$ cat src/rtl/turf_pkg.sv
// Shared definitions for the turf paint game: colour codes, field extent,
// sequencer states and player indexing.
package turf_pkg;

  localparam logic [2:0] COL_BLANK = 3'b000;
  localparam logic [2:0] COL_P1    = 3'b001;
  localparam logic [2:0] COL_P2    = 3'b010;
  localparam logic [2:0] COL_P3    = 3'b100;
  localparam logic [2:0] COL_P4    = 3'b110;

  localparam logic [14:0] LAST_ADDR = 15'h4F77;
  localparam int          CNT_W     = 15;

  typedef enum logic [2:0] {
    S_IDLE, S_CLEAR, S_RUN, S_WRITE, S_SWEEP, S_DRAIN, S_DONE
  } state_t;

  typedef logic [1:0] player_t;

  function automatic logic [2:0] player_colour(player_t p);
    case (p)
      2'd0:    return COL_P1;
      2'd1:    return COL_P2;
      2'd2:    return COL_P3;
      default: return COL_P4;
    endcase
  endfunction

endpackage

$ cat src/rtl/turf_ram_sched_if.sv
// Single-port paint RAM bus: the scheduler drives address/write side,
// the RAM returns registered read data one cycle after the address.
interface turf_ram_sched_if #(parameter int ADDR_W = 15);
  logic              ram_wren;
  logic [ADDR_W-1:0] ram_addr;
  logic [2:0]        ram_wdata;
  logic [2:0]        ram_rdata;

  modport master (output ram_wren, ram_addr, ram_wdata, input ram_rdata);
  modport slave  (input ram_wren, ram_addr, ram_wdata, output ram_rdata);
endinterface

$ cat src/rtl/turf_ram_sched_winner_select.sv
// Combinational max-of-four over the player tallies; ties resolve to the
// highest-numbered player.
module winner_select
  import turf_pkg::*;
(
  input  logic [3:0][CNT_W-1:0] counts,
  output player_t               winner
);

  logic [CNT_W-1:0] best;

  // Scan from player 4 downward with a strict compare so ties keep the higher player.
  always_comb begin
    winner = 2'd3;
    best   = counts[3];
    if (counts[2] > best) begin winner = 2'd2; best = counts[2]; end
    if (counts[1] > best) begin winner = 2'd1; best = counts[1]; end
    if (counts[0] > best) begin winner = 2'd0; best = counts[0]; end
  end

endmodule

$ cat src/rtl/turf_ram_sched.sv
// Round sequencer and paint-RAM port owner: clear, timed four-player paint
// bursts, post-round sweep tally and winner publication.
module turf_ram_sched #(
  parameter int                ADDR_W     = 15,
  parameter logic [ADDR_W-1:0] LAST_ADDR  = turf_pkg::LAST_ADDR,
  parameter int                ROUND_SECS = 60
) (
  input  logic                         CLOCK_50,
  input  logic                         resetn,
  input  logic                         start,
  input  logic                         move_tick,
  input  logic                         sec_tick,
  input  logic [ADDR_W-1:0]            p1,
  input  logic [ADDR_W-1:0]            p2,
  input  logic [ADDR_W-1:0]            p3,
  input  logic [ADDR_W-1:0]            p4,
  turf_ram_sched_if.master             bus,
  output logic                         running,
  output logic                         done,
  output logic [7:0]                   time_left,
  output logic [turf_pkg::CNT_W-1:0]   p1_count,
  output logic [turf_pkg::CNT_W-1:0]   p2_count,
  output logic [turf_pkg::CNT_W-1:0]   p3_count,
  output logic [turf_pkg::CNT_W-1:0]   p4_count,
  output turf_pkg::player_t            winner
);
  import turf_pkg::*;

  state_t                   state;
  player_t                  idx;
  player_t                  idx_nxt;
  logic                     pending;
  logic [3:0][ADDR_W-1:0]   snap;
  logic [3:0][CNT_W-1:0]    cnt;
  logic [3:0][CNT_W-1:0]    cnt_nxt;
  logic                     tally_en;
  player_t                  win_nxt;

  assign idx_nxt = idx + 2'd1;

  // Read data lags the address by one cycle, so the first sweep cycle has nothing to count.
  assign tally_en = ((state == S_SWEEP) && (bus.ram_addr != '0)) || (state == S_DRAIN);

  always_comb begin
    cnt_nxt = cnt;
    if (tally_en) begin
      for (int i = 0; i < 4; i++) begin
        if (bus.ram_rdata == player_colour(player_t'(i)))
          cnt_nxt[i] = cnt[i] + 1'b1;
      end
    end
  end

  winner_select u_winner_select (
    .counts (cnt_nxt),
    .winner (win_nxt)
  );

  always_ff @(posedge CLOCK_50) begin
    if (!resetn) begin
      state         <= S_IDLE;
      idx           <= '0;
      pending       <= 1'b0;
      bus.ram_wren  <= 1'b0;
      bus.ram_addr  <= '0;
      bus.ram_wdata <= COL_BLANK;
      running       <= 1'b0;
      done          <= 1'b0;
      time_left     <= '0;
      cnt           <= '0;
      winner        <= '0;
    end else begin
      if ((state == S_RUN || state == S_WRITE) && sec_tick && time_left != 8'd0)
        time_left <= time_left - 8'd1;

      case (state)
        S_IDLE, S_DONE: begin
          if (start) begin
            state         <= S_CLEAR;
            bus.ram_wren  <= 1'b1;
            bus.ram_addr  <= '0;
            bus.ram_wdata <= COL_BLANK;
            cnt           <= '0;
            time_left     <= 8'(ROUND_SECS);
            done          <= 1'b0;
          end
        end
        S_CLEAR: begin
          if (bus.ram_addr == LAST_ADDR) begin
            state        <= S_RUN;
            bus.ram_wren <= 1'b0;
            running      <= 1'b1;
          end else begin
            bus.ram_addr <= bus.ram_addr + 1'b1;
          end
        end
        S_RUN: begin
          if (time_left == 8'd0) begin
            state        <= S_SWEEP;
            bus.ram_wren <= 1'b0;
            bus.ram_addr <= '0;
            running      <= 1'b0;
            pending      <= 1'b0;
          end else if (move_tick) begin
            state         <= S_WRITE;
            snap          <= {p4, p3, p2, p1};
            idx           <= '0;
            bus.ram_wren  <= 1'b1;
            bus.ram_addr  <= p1;
            bus.ram_wdata <= COL_P1;
          end
        end
        S_WRITE: begin
          if (idx != 2'd3) begin
            idx           <= idx_nxt;
            bus.ram_addr  <= snap[idx_nxt];
            bus.ram_wdata <= player_colour(idx_nxt);
            if (move_tick)
              pending <= 1'b1;
          end else if (time_left == 8'd0) begin
            state        <= S_SWEEP;
            bus.ram_wren <= 1'b0;
            bus.ram_addr <= '0;
            running      <= 1'b0;
            pending      <= 1'b0;
          end else if (pending || move_tick) begin
            // Back-to-back burst from a fresh snapshot; a tick landing here while pending is dropped.
            snap          <= {p4, p3, p2, p1};
            idx           <= '0;
            bus.ram_addr  <= p1;
            bus.ram_wdata <= COL_P1;
            pending       <= 1'b0;
          end else begin
            state        <= S_RUN;
            bus.ram_wren <= 1'b0;
          end
        end
        S_SWEEP: begin
          cnt <= cnt_nxt;
          if (bus.ram_addr == LAST_ADDR)
            state <= S_DRAIN;
          else
            bus.ram_addr <= bus.ram_addr + 1'b1;
        end
        S_DRAIN: begin
          cnt    <= cnt_nxt;
          winner <= win_nxt;
          done   <= 1'b1;
          state  <= S_DONE;
        end
        default: state <= S_IDLE;
      endcase
    end
  end

  assign p1_count = cnt[0];
  assign p2_count = cnt[1];
  assign p3_count = cnt[2];
  assign p4_count = cnt[3];

endmodule

$ cat src/flat_wrapper.sv
// flat-port wrapper written by rule: the top's interface ports become plain ports
module turf_ram_sched_flat import turf_pkg::*;
#(
  parameter int                ADDR_W     = 15,
  parameter logic [ADDR_W-1:0] LAST_ADDR  = turf_pkg::LAST_ADDR,
  parameter int                ROUND_SECS = 60
)
  (CLOCK_50, resetn, start, move_tick, sec_tick, p1, p2, p3, p4, running, done, time_left, p1_count, p2_count, p3_count, p4_count, winner, bus_ram_wren, bus_ram_addr, bus_ram_wdata, bus_ram_rdata);
  turf_ram_sched_if #(.ADDR_W(ADDR_W)) bus_i ();
  input  logic CLOCK_50;
  input  logic resetn;
  input  logic start;
  input  logic move_tick;
  input  logic sec_tick;
  input  logic [ADDR_W-1:0] p1;
  input  logic [ADDR_W-1:0] p2;
  input  logic [ADDR_W-1:0] p3;
  input  logic [ADDR_W-1:0] p4;
  output logic running;
  output logic done;
  output logic [7:0] time_left;
  output logic [turf_pkg::CNT_W-1:0] p1_count;
  output logic [turf_pkg::CNT_W-1:0] p2_count;
  output logic [turf_pkg::CNT_W-1:0] p3_count;
  output logic [turf_pkg::CNT_W-1:0] p4_count;
  output turf_pkg::player_t winner;
  output wire logic [$bits(bus_i.ram_wren)-1:0] bus_ram_wren;
  output wire logic [$bits(bus_i.ram_addr)-1:0] bus_ram_addr;
  output wire logic [$bits(bus_i.ram_wdata)-1:0] bus_ram_wdata;
  input wire logic [$bits(bus_i.ram_rdata)-1:0] bus_ram_rdata;
  assign bus_ram_wren = bus_i.ram_wren;
  assign bus_ram_addr = bus_i.ram_addr;
  assign bus_ram_wdata = bus_i.ram_wdata;
  assign bus_i.ram_rdata = bus_ram_rdata;
  turf_ram_sched #(.ADDR_W(ADDR_W), .LAST_ADDR(LAST_ADDR), .ROUND_SECS(ROUND_SECS)) u_core (.CLOCK_50(CLOCK_50), .resetn(resetn), .start(start), .move_tick(move_tick), .sec_tick(sec_tick), .p1(p1), .p2(p2), .p3(p3), .p4(p4), .bus(bus_i), .running(running), .done(done), .time_left(time_left), .p1_count(p1_count), .p2_count(p2_count), .p3_count(p3_count), .p4_count(p4_count), .winner(winner));
endmodule
$ cat config.mk
export PLATFORM = sky130hd
export DESIGN_NAME = turf_ram_sched_flat
export DESIGN_NICKNAME = d
export VERILOG_FILES = /design/src/rtl/turf_pkg.sv /design/src/rtl/turf_ram_sched_if.sv /design/src/rtl/turf_ram_sched_winner_select.sv /design/src/rtl/turf_ram_sched.sv /design/src/flat_wrapper.sv
export SDC_FILE = /design/constraint.sdc
export NUM_CORES = 1
export LEC_CHECK = 0
export CELL_PAD_IN_SITES_DETAIL_PLACEMENT = 0
export CELL_PAD_IN_SITES_GLOBAL_PLACEMENT = 1
export CORE_MARGIN = 2
export CORE_UTILIZATION = 46
export CTS_BUF_LIST = sky130_fd_sc_hd__clkbuf_4
export DETAILED_ROUTE_END_ITERATION = 8
export HOLD_SLACK_MARGIN = 0.06
export PLACE_DENSITY_LB_ADDON = 0.12
export SKIP_CTS_REPAIR_TIMING = 1
export SLEW_MARGIN = 5
export SYNTH_ARGS = -nofsm -noshare
export SYNTH_HDL_FRONTEND = slang
export SYNTH_SLANG_ARGS = --single-unit
$ cat constraint.sdc
create_clock -name CLOCK_50 -period 22.6 [get_ports CLOCK_50]
set_input_delay 4.52 -clock CLOCK_50 [delete_from_list [all_inputs] [get_ports CLOCK_50]]
set_output_delay 4.52 -clock CLOCK_50 [all_outputs]
set_load 0.02 [all_outputs]
==> Implementation_results.wiki <==
{| class="wikitable"
! Metric !! Value
|-
| Count of final hold-check violations || 0
|-
| Core region area || 0.0200 sq mm
|-
| Aggregate global-route resource usage || 23.9%
|-
| Routed length per instance || ~18 microns
|-
| Commonest register cell after synthesis || dfxtp_1
|-
| Most common cell after layout, fill and taps aside || clkdlybuf4s50_1
|-
| H-tree depth || 4
|-
| Setup slack on the worst flop-to-flop path || 14.59 ns
|-
| Top cell type's share of synthesized area || 20.8%
|-
| Area of all placed cells without fillers || 0.0114 sq mm
|-
| Nature of the critical path endpoint || register
|-
| Worst path top cell family by delay || simple AND/OR/NAND/NOR gates
|-
| Routed Wire Length || 25.1 mm
|-
| Fraction of synthesized area in multiplexers || 7.70%
|-
| Total buffers and inverters traversed by the critical path || 2
|-
| Adder-cell share of the synthesized area || 7.36%
|-
| Initial antenna violation count || 1
|-
| Slowest cell on the critical path || a21oi_2
|-
| Critical path arrival || 12.02 ns
|-
| End of the worst hold path || u_core.done
|-
| Clock transition time at the flip-flop clock pins of the worst setup and hold paths || ~0.15 ns
|-
| Async S/R FF share, synth || 0%
|-
| Wire length of the first global-routing pass || 40.6 mm
|-
| GRT Residual Overflow || 0
|-
| Drt pass-1 iters || 7
|-
| Max cap viols || 0
|-
| Worst min-delay path startpoint || u_core.done
|-
| Type of the worst min-delay path || register to register
|-
| Total via count in the routed design || 7851
|-
| Detailed Route Iter0 Violations || 507
|-
| Simple-gate share of the synthesized area || 19.5%
|-
| Effective utilization at floorplan || a little under half
|-
| Area Overhead vs Synth || 22.0%
|-
| Library cells used by synthesis || 76
|-
| Final std cells w/o fill || 1392
|-
| Most used routing layer || met2
|-
| Minimum period implied by the final worst setup slack || 11.50 ns
|-
| Skew-Pair Late Insertion Delay || 0.58 ns
|-
| Largest fanout on the critical path || 25
|-
| Synthesis warning total || 0
|-
| Number of storage elements in the synthesis netlist || 157
|-
| Number of nets in the layout || 1229
|-
| Vertical extent of the die || 146 microns
|-
| Clock tree from TritonCTS || built
|-
| Setup repair after global routing missed its margin || false
|-
| DRC || 0
|-
| Crit path kind || input port to register
|-
| Synthesized area || 0.00932 sq mm
|-
| Placed wire-length estimate || between 15 and 20 mm
|-
| Largest clock skew in the final design || 0.0220 ns
|-
| Fraction of met2 tracks used by global routing || 39.9%
|-
| Fillers || 1891
|-
| Top cell type by total area after synthesis || dfxtp_1
|-
| Worst flop-to-flop path endpoint || u_core.winner[0]
|-
| Highest clock frequency the design can meet || between 80 and 90 MHz
|-
| Worst-Margin Slew || roughly 1.3 ns
|-
| PD cells || 67.5 mW/mm^2
|-
| Routing usage on met1 || 31.3%
|-
| Average cell area after synthesis || around 9.6 sq um
|-
| Cells traversed along the worst timing path || clkdlybuf4s50_1 -> nor4bb_1 -> nand4_1 -> or4b_2 -> xor2_1 -> ha_1 -> and4_1 -> nand2_1 -> a21o_1 -> a21oi_2 -> mux2i_1 -> inv_1 -> ha_1 -> nand4_1 -> nor2_1 -> o21ai_0 -> a21oi_2 -> mux2i_1 -> ha_1 -> nand4_1 -> nor4_1 -> a31oi_1 -> o21ai_0 -> and3_1
|-
| Setup crit start kind || input port
|-
| Dominant combinational cell family by area after synthesis || simple AND/OR/NAND/NOR gates
|-
| Endpoints failing setup || 0
|-
| Source of the worst register-to-register timing path || u_core.state[2]
|-
| Met3 routing resource usage after global routing || around 5.0%
|-
| Min-Delay Path Depth || 2
|-
| Number of cells on the worst reg-to-reg path || 25
|-
| Normalized max-slew margin || a little over an eighth
|-
| Top library cells by usage in the layout, fill and taps aside || clkdlybuf4s50_1 (158), nor2_1 (97), dfxtp_1 (97)
|-
| Power after layout || 767 uW
|-
| Max stage delay on crit path || 0.94 ns
|-
| Standard-cell row count || 52
|-
| Number of buffers inserted by port buffering || between 150 and 200
|-
| Root Driver || clkbuf_4
|-
| Total nets after synthesis || 1097
|-
| Vias in the first global route || roughly 7600
|-
| Vias per cell || 5.64
|-
| Post-Synthesis Cells || 975
|-
| Final number of max-transition violations || 0
|-
| Full die area || 0.0214 sq mm
|-
| Post-route fraction of the period consumed by the critical path || 50.9%
|-
| Compound-gate portion of the synthesized area || 14.6%
|-
| Required time of the critical path || 23.12 ns
|-
| Sinks on the clock net || 157
|-
| Post-synth EDFFs || 60
|-
| Pin count of the biggest net entering global routing || about 60
|-
| Placement-stage cell area || 0.0111 sq mm
|-
| Run status || complete, no violations
|-
| Sum of negative setup slack || 0 ns
|-
| Die width || around 150 microns
|-
| Total I/O pin count || 159
|-
| Cell total after placement || approximately 1400
|-
| Final core utilization || 56.7%
|-
| Remaining antenna violation count || 0
|-
| Proportion of synthesized chip area in sequential cells || 40.2%
|-
| Final weighted congestion of routability-driven global placement || 0.909
|-
| Worst ir drop on vdd || between 0.00004 and 0.00005 V
|-
| Cts bufs inserted || 17
|-
| Share of post-route cells with drive strength above 1 || around 8.6%
|-
| Leak pwr || 0.00407 uW
|-
| XOR/XNOR share of the synthesized area || 6.77%
|-
| CTS Buffer Depth || 2
|-
| Biggest area contributors in the synthesized netlist || dfxtp_1 (21%), edfxtp_1 (19%), ha_1 (7.3%)
|}
worst max-delay path by stage:
| stage | depth (start not counted) | endpoint | slack [ns] | start |
|---|---|---|---|---|
| 2_1_floorplan | 4 | u_core.snap[0] | 10.51 | resetn |
| 3_3_place_gp | 24 | u_core.winner[0] | 10.70 | bus_ram_rdata[1] |
| 3_5_place_dp | 27 | u_core.winner[0] | 10.63 | bus_ram_rdata[1] |
| 4_1_cts | 27 | u_core.winner[0] | 11.25 | bus_ram_rdata[1] |
| 5_1_grt | 26 | u_core.winner[1] | 10.62 | bus_ram_rdata[1] |
| 6_report | 24 | u_core.winner[0] | 11.10 | bus_ram_rdata[1] |
flip-flops by register name, indices dropped and copies added, names as in the netlist:
signal and cells:
u_core.state 3, u_core.p4_count 15, u_core.bus.ram_wdata 3, u_core.done 1
u_core.time_left 8, u_core.running 1, u_core.bus.ram_wren 1, u_core.p1_count 15
u_core.winner 2, u_core.pending 1, u_core.idx 2, u_core.bus.ram_addr 15
u_core.snap 60, u_core.p2_count 15, u_core.p3_count 15
synthesized netlist by cell type, types with 9 or more instances:
| library cell | number |
|---|---|
| a21oi_1 | 60 |
| a222oi_1 | 9 |
| a22o_1 | 11 |
| a31oi_1 | 11 |
| and2_1 | 9 |
| and3_1 | 15 |
| clkbuf_1 | 44 |
| dfxtp_1 | 97 |
| edfxtp_1 | 60 |
| ha_1 | 54 |
| inv_1 | 35 |
| mux2_2 | 9 |
| mux2i_1 | 21 |
| mux4_2 | 15 |
| nand2_1 | 84 |
| nand2b_1 | 9 |
| nand3_1 | 36 |
| nand4_1 | 27 |
| nor2_1 | 97 |
| nor3_1 | 18 |
| o21a_1 | 13 |
| o21ai_0 | 42 |
| o22a_1 | 10 |
| xnor2_1 | 37 |
| xor2_1 | 30 |
tightest hold or removal path: cells and delay by family (launching register included):
| family | cells | cell delay [ns] |
|---|---|---|
| AND/OR/NAND/NOR | 1 | 0.05 |
| flip-flops | 1 | 0.34 |
| AO/OA/AOI/OAI | 1 | 0.06 |
cells by family (layout without fill, tap and decap cells):
logic type      Yosys count  in the layout
simple gates            350            350
compound gates          206            206
mux                      49             49
fa+ha+maj                55             55
buf+inv                  89            234
other cells               0              2
flops                   157            157
xor+xnor                 69             69
cell type report:
cell class / instances / area (sq um) / share of cell area (%)
Multi-Input combinational cell: 729 / 5220 / 46.0
Tap cell: 270 / 338 / 2.97
Timing Repair Buffer: 166 / 1640 / 14.4
Sequential cell: 157 / 3740 / 32.9
Antenna cell: 2 / 5.00 / 0.0440
Clock buffer: 18 / 135 / 1.19
Clock inverter: 14 / 144 / 1.27
Inverter: 36 / 135 / 1.19
metrics by stage:
stage          hold slack, ns  setup slack, ns
2_1_floorplan           0.457            10.51
3_3_place_gp            0.446            10.70
3_5_place_dp            0.456            10.63
4_1_cts                 0.473            11.25
5_1_grt                 0.514            10.62
6_report                0.472            11.10
where the power goes:
part	internal [uW]	leakage (uW)	switching, uW
clock	51.8	0.000146	124
combinational	97.5	0.00260	156
sequential	314	0.00132	23.1
total	463	0.00407	303
per-layer routing:
layer | wire, microns | part of all wire (%)
met1 | 10900 | 43
met2 | 12200 | 48
met3 | 1550 | 6.2
met4 | 497 | 2.0
met5 | 0 | 0
Power figures use the tool's default switching activity.
